### src/rtl/writeback_arbiter_pkg.sv
// writeback_arbiter_pkg: source ids, default entry layout and round-robin helper for the writeback arbiter.
package writeback_arbiter_pkg;
  localparam int NUM_WB_SRC = 3;
  localparam int WB_ROB_W = 5;
  localparam int WB_PHY_W = 6;
  localparam int WB_DATA_W = 32;
  typedef enum logic [1:0] {SRC_ALU = 2'd0, SRC_LS = 2'd1, SRC_BR = 2'd2} WB_SRC_t;
  typedef struct packed {
    logic [WB_ROB_W-1:0]  rob_id;
    logic [WB_PHY_W-1:0]  rd_phy;
    logic [WB_DATA_W-1:0] data;
  } WB_ENTRY_t;
  function automatic WB_SRC_t src_next(input WB_SRC_t s, input logic [1:0] k);
    logic [2:0] t;
    t = {1'b0, s} + {1'b0, k};
    t = (t >= 3'd3) ? t - 3'd3 : t;
    return WB_SRC_t'(t[1:0]);
  endfunction
endpackage

### src/rtl/writeback_arbiter_wb_fifo.sv
// wb_fifo: per-source result FIFO with registered count and age-based tail truncation on flush.
module wb_fifo #(
  parameter int W = 43,
  parameter int ROB_WIDTH = 5,
  parameter int DEPTH = 2
) (
  input  logic                 clk,
  input  logic                 rst,
  input  logic                 push,
  input  logic                 pop,
  input  logic                 flush,
  input  logic [W-1:0]         push_entry,
  input  logic [ROB_WIDTH-1:0] rob_head,
  input  logic [ROB_WIDTH-1:0] flush_rob_id,
  output logic [W-1:0]         head,
  output logic                 empty,
  output logic                 ready
);
  localparam int AW = $clog2(DEPTH);
  localparam int CW = AW + 1;
  logic [W-1:0] mem [DEPTH];
  logic [AW-1:0] rd_ptr, wr_idx;
  logic [CW-1:0] count, keep;
  logic do_push, push_keep, wr_en;
  function automatic logic [ROB_WIDTH-1:0] age(input logic [ROB_WIDTH-1:0] id);
    return id - rob_head;
  endfunction
  function automatic logic survives(input logic [W-1:0] e);
    return age(e[W-1 -: ROB_WIDTH]) <= age(flush_rob_id);
  endfunction
  assign ready = count < CW'(DEPTH);
  assign empty = count == '0;
  assign head = mem[rd_ptr];
  assign do_push = push && ready;
  assign push_keep = do_push && survives(push_entry);
  // Entries are age-ordered, so survivors form a contiguous run from the head.
  always_comb begin
    keep = '0;
    for (int i = 0; i < DEPTH; i++)
      if (CW'(i) == keep && CW'(i) < count && survives(mem[rd_ptr + AW'(i)])) keep = keep + 1'b1;
  end
  assign wr_en = flush ? push_keep : do_push;
  assign wr_idx = rd_ptr + (flush ? AW'(keep) : AW'(count));
  always_ff @(posedge clk or posedge rst)
    if (rst) begin
      rd_ptr <= '0;
      count <= '0;
    end else if (flush) begin
      count <= keep + CW'(push_keep);
    end else begin
      rd_ptr <= rd_ptr + AW'(pop);
      count <= count + CW'(do_push) - CW'(pop);
    end
  always_ff @(posedge clk)
    if (wr_en) mem[wr_idx] <= push_entry;
  assert property (@(posedge clk) disable iff (rst) push |-> ready);
endmodule

### src/rtl/writeback_arbiter.sv
// writeback_arbiter: shares the CDB between ALU, load and branch pipes with per-source FIFOs and flush squash.
// WB_ARB_RR_EN selects round-robin arbitration; otherwise fixed priority BR > LS > ALU.
module writeback_arbiter
  import writeback_arbiter_pkg::*;
#(
  parameter int DATA_WIDTH = 32,
  parameter int ROB_WIDTH = 5,
  parameter int PHY_WIDTH = 6,
  parameter int FIFO_DEPTH = 2
) (
  input  logic                  clk,
  input  logic                  rst,
  input  logic                  alu_wb_valid,
  input  logic [ROB_WIDTH-1:0]  alu_wb_rob_id,
  input  logic [PHY_WIDTH-1:0]  alu_wb_rd_phy,
  input  logic [DATA_WIDTH-1:0] alu_wb_data,
  output logic                  alu_wb_ready,
  input  logic                  ls_wb_valid,
  input  logic [ROB_WIDTH-1:0]  ls_wb_rob_id,
  input  logic [PHY_WIDTH-1:0]  ls_wb_rd_phy,
  input  logic [DATA_WIDTH-1:0] ls_wb_data,
  output logic                  ls_wb_ready,
  input  logic                  br_wb_valid,
  input  logic [ROB_WIDTH-1:0]  br_wb_rob_id,
  input  logic [PHY_WIDTH-1:0]  br_wb_rd_phy,
  input  logic [DATA_WIDTH-1:0] br_wb_data,
  output logic                  br_wb_ready,
  input  logic [ROB_WIDTH-1:0]  rob_head,
  input  logic                  flush,
  input  logic [ROB_WIDTH-1:0]  flush_rob_id,
  output logic                  cdb_valid,
  output logic [ROB_WIDTH-1:0]  cdb_rob_id,
  output logic [PHY_WIDTH-1:0]  cdb_rd_phy,
  output logic [DATA_WIDTH-1:0] cdb_data,
  output WB_SRC_t               cdb_src
);
  localparam int EW = ROB_WIDTH + PHY_WIDTH + DATA_WIDTH;
  logic [EW-1:0] in_e [NUM_WB_SRC];
  logic [EW-1:0] head_e [NUM_WB_SRC];
  logic [NUM_WB_SRC-1:0] in_v, pop, empty, rdy;
  logic grant;
  WB_SRC_t gnt;
  assign in_v = {br_wb_valid, ls_wb_valid, alu_wb_valid};
  assign in_e[0] = {alu_wb_rob_id, alu_wb_rd_phy, alu_wb_data};
  assign in_e[1] = {ls_wb_rob_id, ls_wb_rd_phy, ls_wb_data};
  assign in_e[2] = {br_wb_rob_id, br_wb_rd_phy, br_wb_data};
  assign {br_wb_ready, ls_wb_ready, alu_wb_ready} = rdy;
  for (genvar g = 0; g < NUM_WB_SRC; g++) begin : g_fifo
    wb_fifo #(.W(EW), .ROB_WIDTH(ROB_WIDTH), .DEPTH(FIFO_DEPTH)) u_fifo (
      .clk, .rst, .push(in_v[g]), .pop(pop[g]), .flush, .push_entry(in_e[g]),
      .rob_head, .flush_rob_id, .head(head_e[g]), .empty(empty[g]), .ready(rdy[g])
    );
  end
`ifdef WB_ARB_RR_EN
  WB_SRC_t rr_ptr;
  // Scan from the far end so the first non-empty source after rr_ptr wins.
  always_comb begin
    gnt = SRC_ALU;
    for (int k = NUM_WB_SRC - 1; k >= 0; k--)
      if (!empty[src_next(rr_ptr, 2'(k))]) gnt = src_next(rr_ptr, 2'(k));
  end
  always_ff @(posedge clk or posedge rst)
    if (rst) rr_ptr <= SRC_ALU;
    else if (grant) rr_ptr <= src_next(gnt, 2'd1);
`else
  assign gnt = !empty[SRC_BR] ? SRC_BR : !empty[SRC_LS] ? SRC_LS : SRC_ALU;
`endif
  assign grant = !(&empty) && !flush;
  assign pop = grant ? NUM_WB_SRC'(1) << gnt : '0;
  always_ff @(posedge clk or posedge rst)
    if (rst) begin
      cdb_valid <= 1'b0;
      cdb_rob_id <= '0;
      cdb_rd_phy <= '0;
      cdb_data <= '0;
      cdb_src <= SRC_ALU;
    end else begin
      cdb_valid <= grant;
      if (grant) begin
        {cdb_rob_id, cdb_rd_phy, cdb_data} <= head_e[gnt];
        cdb_src <= gnt;
      end
    end
endmodule

### config.mk
export PLATFORM = sky130hd
export DESIGN_NAME = writeback_arbiter
export DESIGN_NICKNAME = d
export VERILOG_FILES = /design/src/rtl/writeback_arbiter_pkg.sv /design/src/rtl/writeback_arbiter_wb_fifo.sv /design/src/rtl/writeback_arbiter.sv
export SDC_FILE = /design/constraint.sdc
export NUM_CORES = 1
export LEC_CHECK = 0
export ABC_AREA = 1
export CAP_MARGIN = 10
export CORE_MARGIN = 1.5
export CORE_UTILIZATION = 50
export DETAILED_ROUTE_END_ITERATION = 6
export GPL_ROUTABILITY_DRIVEN = 1
export PLACE_DENSITY = 0.82
export RECOVER_POWER = 100
export SLEW_MARGIN = 20
export SYNTH_ARGS = -nofsm -noshare
export SYNTH_HDL_FRONTEND = slang
export SYNTH_SLANG_ARGS = --single-unit
### constraint.sdc
create_clock -name clk -period 6.1 [get_ports clk]
set_input_delay 1.22 -clock clk [delete_from_list [all_inputs] [get_ports clk]]
set_output_delay 1.22 -clock clk [all_outputs]
set_load 0.05 [all_outputs]
==> metrics.md, run 1 <==
| Metric | Value |
|---|---|
| Async set-reset flop share out of synthesis | `17.6%` |
| Crit path buf inv count | `5` |
| Post-synth EDFFs | `258` |
| Largest net degree at the start of global routing | `56` |
| First-pass DRT Iterations | `5` |
| Die W | `177 µm` |
| H-tree depth | `1` |
| Sw Share | `43.4%` |
| Worst Path Max Fanout | `28` |
| Syn_nets | `1679` |
| Effective utilization at floorplan | `50.9%` |
| Floorplan row count | `63` |
| All-layer global routing usage | `25.6%` |
| Initial antenna violation count | `1` |
| Total global routing overflow | `0` |
| Startpoint Class | `input port` |
| First-pass GRT wire length | `61500 µm` |
| Max Slew Vio Count | `150` |
| Hold Path Class | `register to register` |
| Setup Skew | `0.0127 ns` |
| Crit-path slowest cell | `clkbuf_2` |
| Hpwl dp | `27200 µm` |
| Synth top cells by count | `nand2_1, edfxtp_1, o21ai_0` |
| Residual DRC | `0` |
| CTS tree | `built` |
| Cells along the critical path | `dlygate4sd3_1, inv_1, ha_1, inv_1, fa_1, nand3_1, nand2_1, xnor2_2, ha_1, nand2_1, inv_1, o21ai_0, nand2_1, o21a_1, nor2_1, ha_1, nand2_1, o21ai_0, xor2_1, a21oi_4, clkbuf_2` |
| Cell Area, Placed | `17600 µm²` |
| 1st-iter DRT viols | `993` |
| DRT Wirelength | `39300 µm` |
| Post-synth top area cell | `edfxtp_1` |
| Multiplexer share of the synthesized area | `0%` |
| P per Cell Area | `607 nW/µm²` |
| Register area share after synthesis | `60.3%` |
| Sequential share of power | `35.9%` |
| Post-layout util | `62.4%` |
| Clock Path Buffers | `3` |
| Switch Pwr | `4880 µW` |
| IO Port Bufs | `193` |
| Die H | `177 µm` |
| Area contributors post-synth | `edfxtp_1, nand2_1, dfrtp_1` |
| Clk pwr share | `16.3%` |
| Clock latency on the worst-skew pair | `0.55 ns` |
| Largest stage delay, worst path | `0.65 ns` |
| Largest family of logic cells by synthesized area | `simple AND/OR/NAND/NOR gates` |
| Simple-gate share of the synthesized area | `13.5%` |
| Unrepaired setup endpoints after global routing | `no` |
| Leak Pwr | `0.00786 µW` |
| Slew @ Worst Pin | `3.49 ns` |
| Die area | `31300 µm²` |
| Comb pwr share | `47.8%` |
| YS warnings | `0` |
| Synthesis-stage register bit count | `313` |
| Final setup margin | `0.459 ns` |
| CTS sink cnt | `313` |
| Most used cell, CP | `nand2_1` |
| Resize count post-CTS | `0` |
| Syn_area_per_cell | `10.6 µm²` |
| Vias per cell | `5.51` |
| Compound-Gate Fraction of Synth Area | `8.92%` |
| DP Worst Slack | `-0.207 ns` |
| Crit. End Element | `register` |
| Area growth, synth to finish | `22.6%` |
| Xor/xnor share of the synthesized area | `3.01%` |
| CTS buffer count | `30` |
| Fin nets | `1880` |
| Synth Area in Adders | `9.41%` |
| Count leader, synth | `nand2_1` |
| GPL Wtd Cong | `0.882` |
| WP data arrival | `5.82 ns` |
| # setup viols final | `0` |
| Minimum clock period | `5.64 ns` |
| Max Cap Viol | `3` |
| Cell internal pwr | `6370 µW` |
| Cts hold-fix bufs | `0` |
| VDD IR-drop max | `0.000482 V` |
| Fraction of layout cells with a size suffix above 1 | `6.11%` |
| Cell count after synthesis | `1428` |
| Filler cells | `2259` |
| CP top delay family | `buffers and inverters` |
| I/O Pins | `194` |
| Synth top area share | `51.2%` |
| WL per Instance | `19.2 µm` |
| Violated checks | `max-capacitance violations, max-slew violations` |
| Root Buffer | `clkbuf_16` |
| Final std cell area, no fill | `18500 µm²` |
| Clock edge transition at the registers on the reported setup and hold paths | `0.06 ns` |
| Critical path required time | `6.27 ns` |
| Post-synthesis cell type count | `32` |
| FMAX | `0.177 GHz` |
| Netlist Area Pre-Place | `15100 µm²` |
| Post-route ant nets | `0` |
| Dominant synthesized flop cell | `edfxtp_1` |
| Vias in the first global route | `11598` |
| Core area | `29700 µm²` |
| Vias | `11267` |
| Hold Vio Cnt, Final | `0` |
| Setup Crit Path Kind | `input port to register` |
| Setup Buffers After CTS | `0` |
| Max_slew headroom | `-133%` |
| Period utilization | `92.5%` |
| Outcome | `complete, but fails checks` |
[cells by family after synthesis]
logic type / after synthesis
simple gates: 524
flops: 313
compound gates: 257
buf+inv: 176
fa+ha+maj: 106
xor+xnor: 52
[per-layer routing]
layer  vias up  part of all wire [%]  track usage [%]
met2       554                    49             44.4
li1       5237                     -                -
met3        86                   8.4             3.24
met1      5390                    39             33.4
met4         0                   3.3             8.30
met5         -                     0                0
[state kept, by name, indices dropped and copies added (netlist names)]
register,count
g_fifo.u_fifo.mem,258
cdb_data,32
cdb_rd_phy,6
g_fifo.u_fifo.count,6
cdb_rob_id,5
g_fifo.u_fifo.rd_ptr,3
cdb_src,2
cdb_valid,1
[final timing paths]
path | cells past startpoint | endpoint | slack [ns] | from
worst min register to register | 2 | cdb_data[6] | 0.47 | cdb_data[6]
worst min-delay path | 2 | cdb_data[6] | 0.47 | cdb_data[6]
worst max register to register | 23 | g_fifo[2].u_fifo.mem[1][0] | 0.74 | g_fifo[2].u_fifo.rd_ptr
worst max-delay path | 21 | g_fifo[2].u_fifo.mem[1][0] | 0.46 | flush_rob_id[0]
min in group asynchronous | 3 | cdb_data[27] | 2.46 | rst
max in group asynchronous | 3 | g_fifo[0].u_fifo.rd_ptr | 1.41 | rst
[power groups by stage]
stage               clock network (µW)  logic (µW)  registers [µW]
floorplan                            0        3290            4450
global placement                     0        5250            4010
detailed placement                   0        5430            4070
CTS                               1840        5490            4040
global route                      1930        6020            4140
finish                            1830        5370            4040
[final cells by class]
cell class	instances	area (µm²)	area share [%]
Antenna cell	1	2.50	0.0135
Clock buffer	35	821	4.43
Clock inverter	21	163	0.877
Inverter	119	447	2.41
Multi-Input combinational cell	939	5340	28.8
Sequential cell	313	9130	49.2
Tap cell	390	488	2.63
Timing Repair Buffer	226	2150	11.6
[through the flow]
step	hold slack, ns	setup TNS (ns)	total power [µW]	cells
6_report	0.471	0	11200	2044
5_1_grt	0.488	0	12100	2044
2_1_floorplan	0.522	0	7740	1428
3_5_place_dp	0.464	-18.56	9500	1987
3_3_place_gp	0.462	-0.527	9260	1987
4_1_cts	0.480	0	11400	2043
[worst register-to-register path: stages (launching register included)]
cell and delay [ns]:
dfrtp_2 0.75, inv_2 0.36, buf_4 0.34, or2_2 0.29
o21ai_0 0.16, inv_1 0.09, ha_1 0.28, nand2_1 0.04
o21ai_0 0.18, xor2_1 0.21, ha_1 0.26, nand2_1 0.06
inv_1 0.05, o21ai_0 0.07, nand3_1 0.09, nand2_1 0.06
nand2_1 0.04, nor2_1 0.18, ha_1 0.26, nand2_1 0.06
o21ai_0 0.11, xor2_1 0.22, a21oi_4 0.14, clkbuf_2 0.65
[placed cells by master, fill, tap and decap left out, types with 3 or more instances in the layout]
master           count
inv_2                3
a21oi_1             94
nand2_1            380
clkdlybuf4s50_1     12
o21a_1               4
edfxtp_1           258
clkinv_1             5
xor2_1              32
nor2_1              98
fa_1                13
buf_4               22
o211ai_1            11
inv_1              115
dfrtp_1             52
clkbuf_8             3
xnor2_1             19
ha_1                93
dlygate4sd3_1      181
clkbuf_1             4
nand3_1             24
o21ai_0            120
a21oi_4              4
clkbuf_16           31
nand4_1              7
or2_2                3
clkbuf_2             7
dfrtp_2              3
a211oi_1             6
o21ai_1             14
clkinv_2            11
nor3_1               3
No activity file was read; power rests on OpenSTA's default activity.
==> run 2, diff against run 1 <==
- CORE_ASPECT_RATIO: default -> 1.25
==> run 2 against run 1 <==
Compared with the run above:
- the run still ends with max-capacitance violations, max-slew violations left
- design area is 0.30% lower
- die area barely moved
- sequential share of layout area rose by 0.15 points
- combinational power rose by 2%
- critical path type unchanged
==> metrics.md, run 2 (same netlist as run 1, synthesis figures left out) <==
| Metric | Value |
|---|---|
| Root Buffer | `clkbuf_16` |
| P per Cell Area | `611 nW/µm² (+0.70%)` |
| Die H | `197 µm (+12%)` |
| Startpoint Class | `input port` |
| Final setup margin | `0.549 ns (+0.0900 ns)` |
| Area growth, synth to finish | `22.2%` |
| DRT Wirelength | `40500 µm (+3.1%)` |
| Most used cell, CP | `nand2_1` |
| Hold Path Class | `register to register` |
| Floorplan row count | `71 (+13%)` |
| WL per Instance | `19.7 µm (+2.7%)` |
| Crit. End Element | `register` |
| Vias in the first global route | `11375 (-1.9%)` |
| Clock Path Buffers | `3 (unchanged)` |
| Total global routing overflow | `0 (unchanged)` |
| All-layer global routing usage | `26.1% (+0.46 points)` |
| Largest stage delay, worst path | `0.58 ns (-0.07 ns)` |
| Clock latency on the worst-skew pair | `0.55 ns (about the same)` |
| Fraction of layout cells with a size suffix above 1 | `5.46% (-0.65 points)` |
| Hold Vio Cnt, Final | `0 (unchanged)` |
| Most frequent cells in the layout | `nand2_1, edfxtp_1, dlygate4sd3_1` |
| Slew @ Worst Pin | `3.53 ns (+0.0315 ns)` |
| Clock edge transition at the registers on the reported setup and hold paths | `0.06 ns (about the same)` |
| Hpwl dp | `28000 µm (+2.8%)` |
| First-pass DRT Iterations | `5 (unchanged)` |
| Top Metal Used | `met4` |
| Reg2Reg Depth | `20 (-13%)` |
| CTS tree | `built` |
| WHS | `0.474 ns (+0.00342 ns)` |
| Crit path buf inv count | `6 (+1)` |
| Outcome | `complete, but fails checks` |
| Minimum clock period | `5.55 ns (-0.0900 ns)` |
| FMAX | `0.180 GHz (+1.6%)` |
| Resize count post-CTS | `0 (unchanged)` |
| Initial antenna violation count | `6 (+5)` |
| Top Registers | `g_fifo.u_fifo.mem: 258 flops, cdb_data: 32 flops` |
| DR WL met3 | `2970 µm (-9.9%)` |
| Setup Buffers After CTS | `0 (unchanged)` |
| Crit-path slowest cell | `xnor2_1` |
| Setup Crit Path Kind | `input port to register` |
| Vias | `11270 (+0.027%)` |
| Max Cap Viol | `5 (+2)` |
| # setup viols final | `0 (unchanged)` |
| Unrepaired setup endpoints after global routing | `no` |
| CTS sink cnt | `313 (unchanged)` |
| Fin nets | `1876 (-0.21%)` |
| Core area | `29900 µm² (+0.74%)` |
| Commonest non-fill, non-tap cell in the layout | `nand2_1` |
| First-pass GRT wire length | `61500 µm (-0.15%)` |
| CP Depth | `23 (+9.5%)` |
| CP top delay family | `buffers and inverters` |
| Residual DRC | `0 (unchanged)` |
| Total power | `11300 µW (+0.40%)` |
| Largest reg by FF count | `g_fifo.u_fifo.mem` |
| H-tree depth | `1 (unchanged)` |
| Cells along the critical path | `clkdlybuf4s50_1, inv_1, ha_1, inv_1, fa_1, nand3_1, nand2_1, xnor2_1, clkbuf_1, ha_1, nand2_1, inv_1, o21ai_0, nand3_1, nand2_1, nand2_1, nor2_1, ha_1, nand2_1, o21ai_0, xor2_1, a21oi_4, clkbuf_2` |
| I/O Pins | `194 (unchanged)` |
| Period utilization | `91.0% (-1.5 points)` |
| Max reg flops | `258 (unchanged)` |
| Critical path required time | `6.27 ns (about the same)` |
| IO Port Bufs | `193 (unchanged)` |
| Largest net degree at the start of global routing | `56 (unchanged)` |
| Post-route ant nets | `0 (unchanged)` |
| WP data arrival | `5.72 ns (-0.10 ns)` |
| DP Worst Slack | `0.111 ns (+0.318 ns)` |
| 1st-iter DRT viols | `1036 (+4.3%)` |
| Violated checks | `max-capacitance violations, max-slew violations` |
| Die area | `31300 µm² (about the same)` |
| Vias per cell | `5.49 (-0.36%)` |
| Max_slew headroom | `-135% (-2.1 points)` |
| Cts hold-fix bufs | `0 (unchanged)` |
| GPL Wtd Cong | `0.912 (+3.3%)` |
| Met1 Routed Length | `14800 µm (-3.3%)` |
| Hold path depth | `2 (unchanged)` |
| Die W | `159 µm (-10%)` |
| Effective utilization at floorplan | `50.5% (-0.37 points)` |
| Met2 WL post-DR | `21000 µm (+8.4%)` |
| Max Slew Vio Count | `230 (+53%)` |
| Setup TNS | `0 ns (unchanged)` |
| Worst Path Max Fanout | `24 (-14%)` |
| Setup Skew | `0.0151 ns (+0.00237 ns)` |
| CTS buffer count | `28 (-6.7%)` |
| Leak Pwr | `0.00781 µW (-0.67%)` |
| VDD IR-drop max | `0.000351 V (-27%)` |
run 2: cell types whose count changed in the layout (fill, tap and decap cells not counted), moves of 2 or more:
cell,before,now
buf_4,22,18
bufinv_16,2,4
clkbuf_1,4,7
clkbuf_16,31,28
clkbuf_4,1,3
clkbuf_8,3,1
clkinv_2,11,7
diode_2,1,4
nor2_1,98,100
run 2: final cells by class:
type / count / area, µm²
sequential: 313 / 9130
clock inverter: 20 / 223
inverter: 119 / 447
clock buffer: 32 / 726
antenna: 4 / 10.0
multi-input combinational: 939 / 5320
timing repair buffer: 224 / 2130
tap: 401 / 502
fill: 2272 / 11400
run 2: worst paths after layout:
path,start,to,slack [ns]
max in group asynchronous,rst,g_fifo[1].u_fifo.rd_ptr,1.35
min in group asynchronous,rst,cdb_data[5],2.47
max reg2reg,g_fifo[0].u_fifo.rd_ptr,g_fifo[0].u_fifo.mem[0][37],0.92
max,flush_rob_id[0],g_fifo[2].u_fifo.mem[1][15],0.55
min reg2reg,cdb_data[18],cdb_data[18],0.47
min,cdb_data[18],cdb_data[18],0.47
run 2: metrics by stage:
step                utilization (%)  std cells  area [µm²]
finish                         61.8       2052       18500
global route                   61.7       2050       18500
CTS                            62.0       2048       18600
detailed placement             58.9       1996       17600
global placement               58.9       1996       17600
floorplan                         -       1428       15100
run 2: worst min-delay path, stage by stage, from the launching register on:
cell     delay, ns
dfrtp_1       0.34
nand2_1       0.05
nand2_1       0.05
run 2: metal layers:
layer  global-route usage (%)  up-vias
li1                         -     5226
met1                     31.2     5406
met2                     46.8      529
met3                     3.42      109
met4                     10.9        0
met5                        0        -
run 2: report_power, final:
group / switching, µW / total [µW] / internal [µW] / leakage (µW)
Combinational: 3800 / 5480 / 1680 / 0.00428
Sequential: 356 / 4000 / 3640 / 0.00307
Clock: 784 / 1820 / 1030 / 0.000461
==> run 3, diff against run 2 <==
- CAP_MARGIN: 10 -> 20
- SLEW_MARGIN: 20 -> default
==> results of run 3 <==
No change in the layout: final DEF, timing and power equal those of run 2.
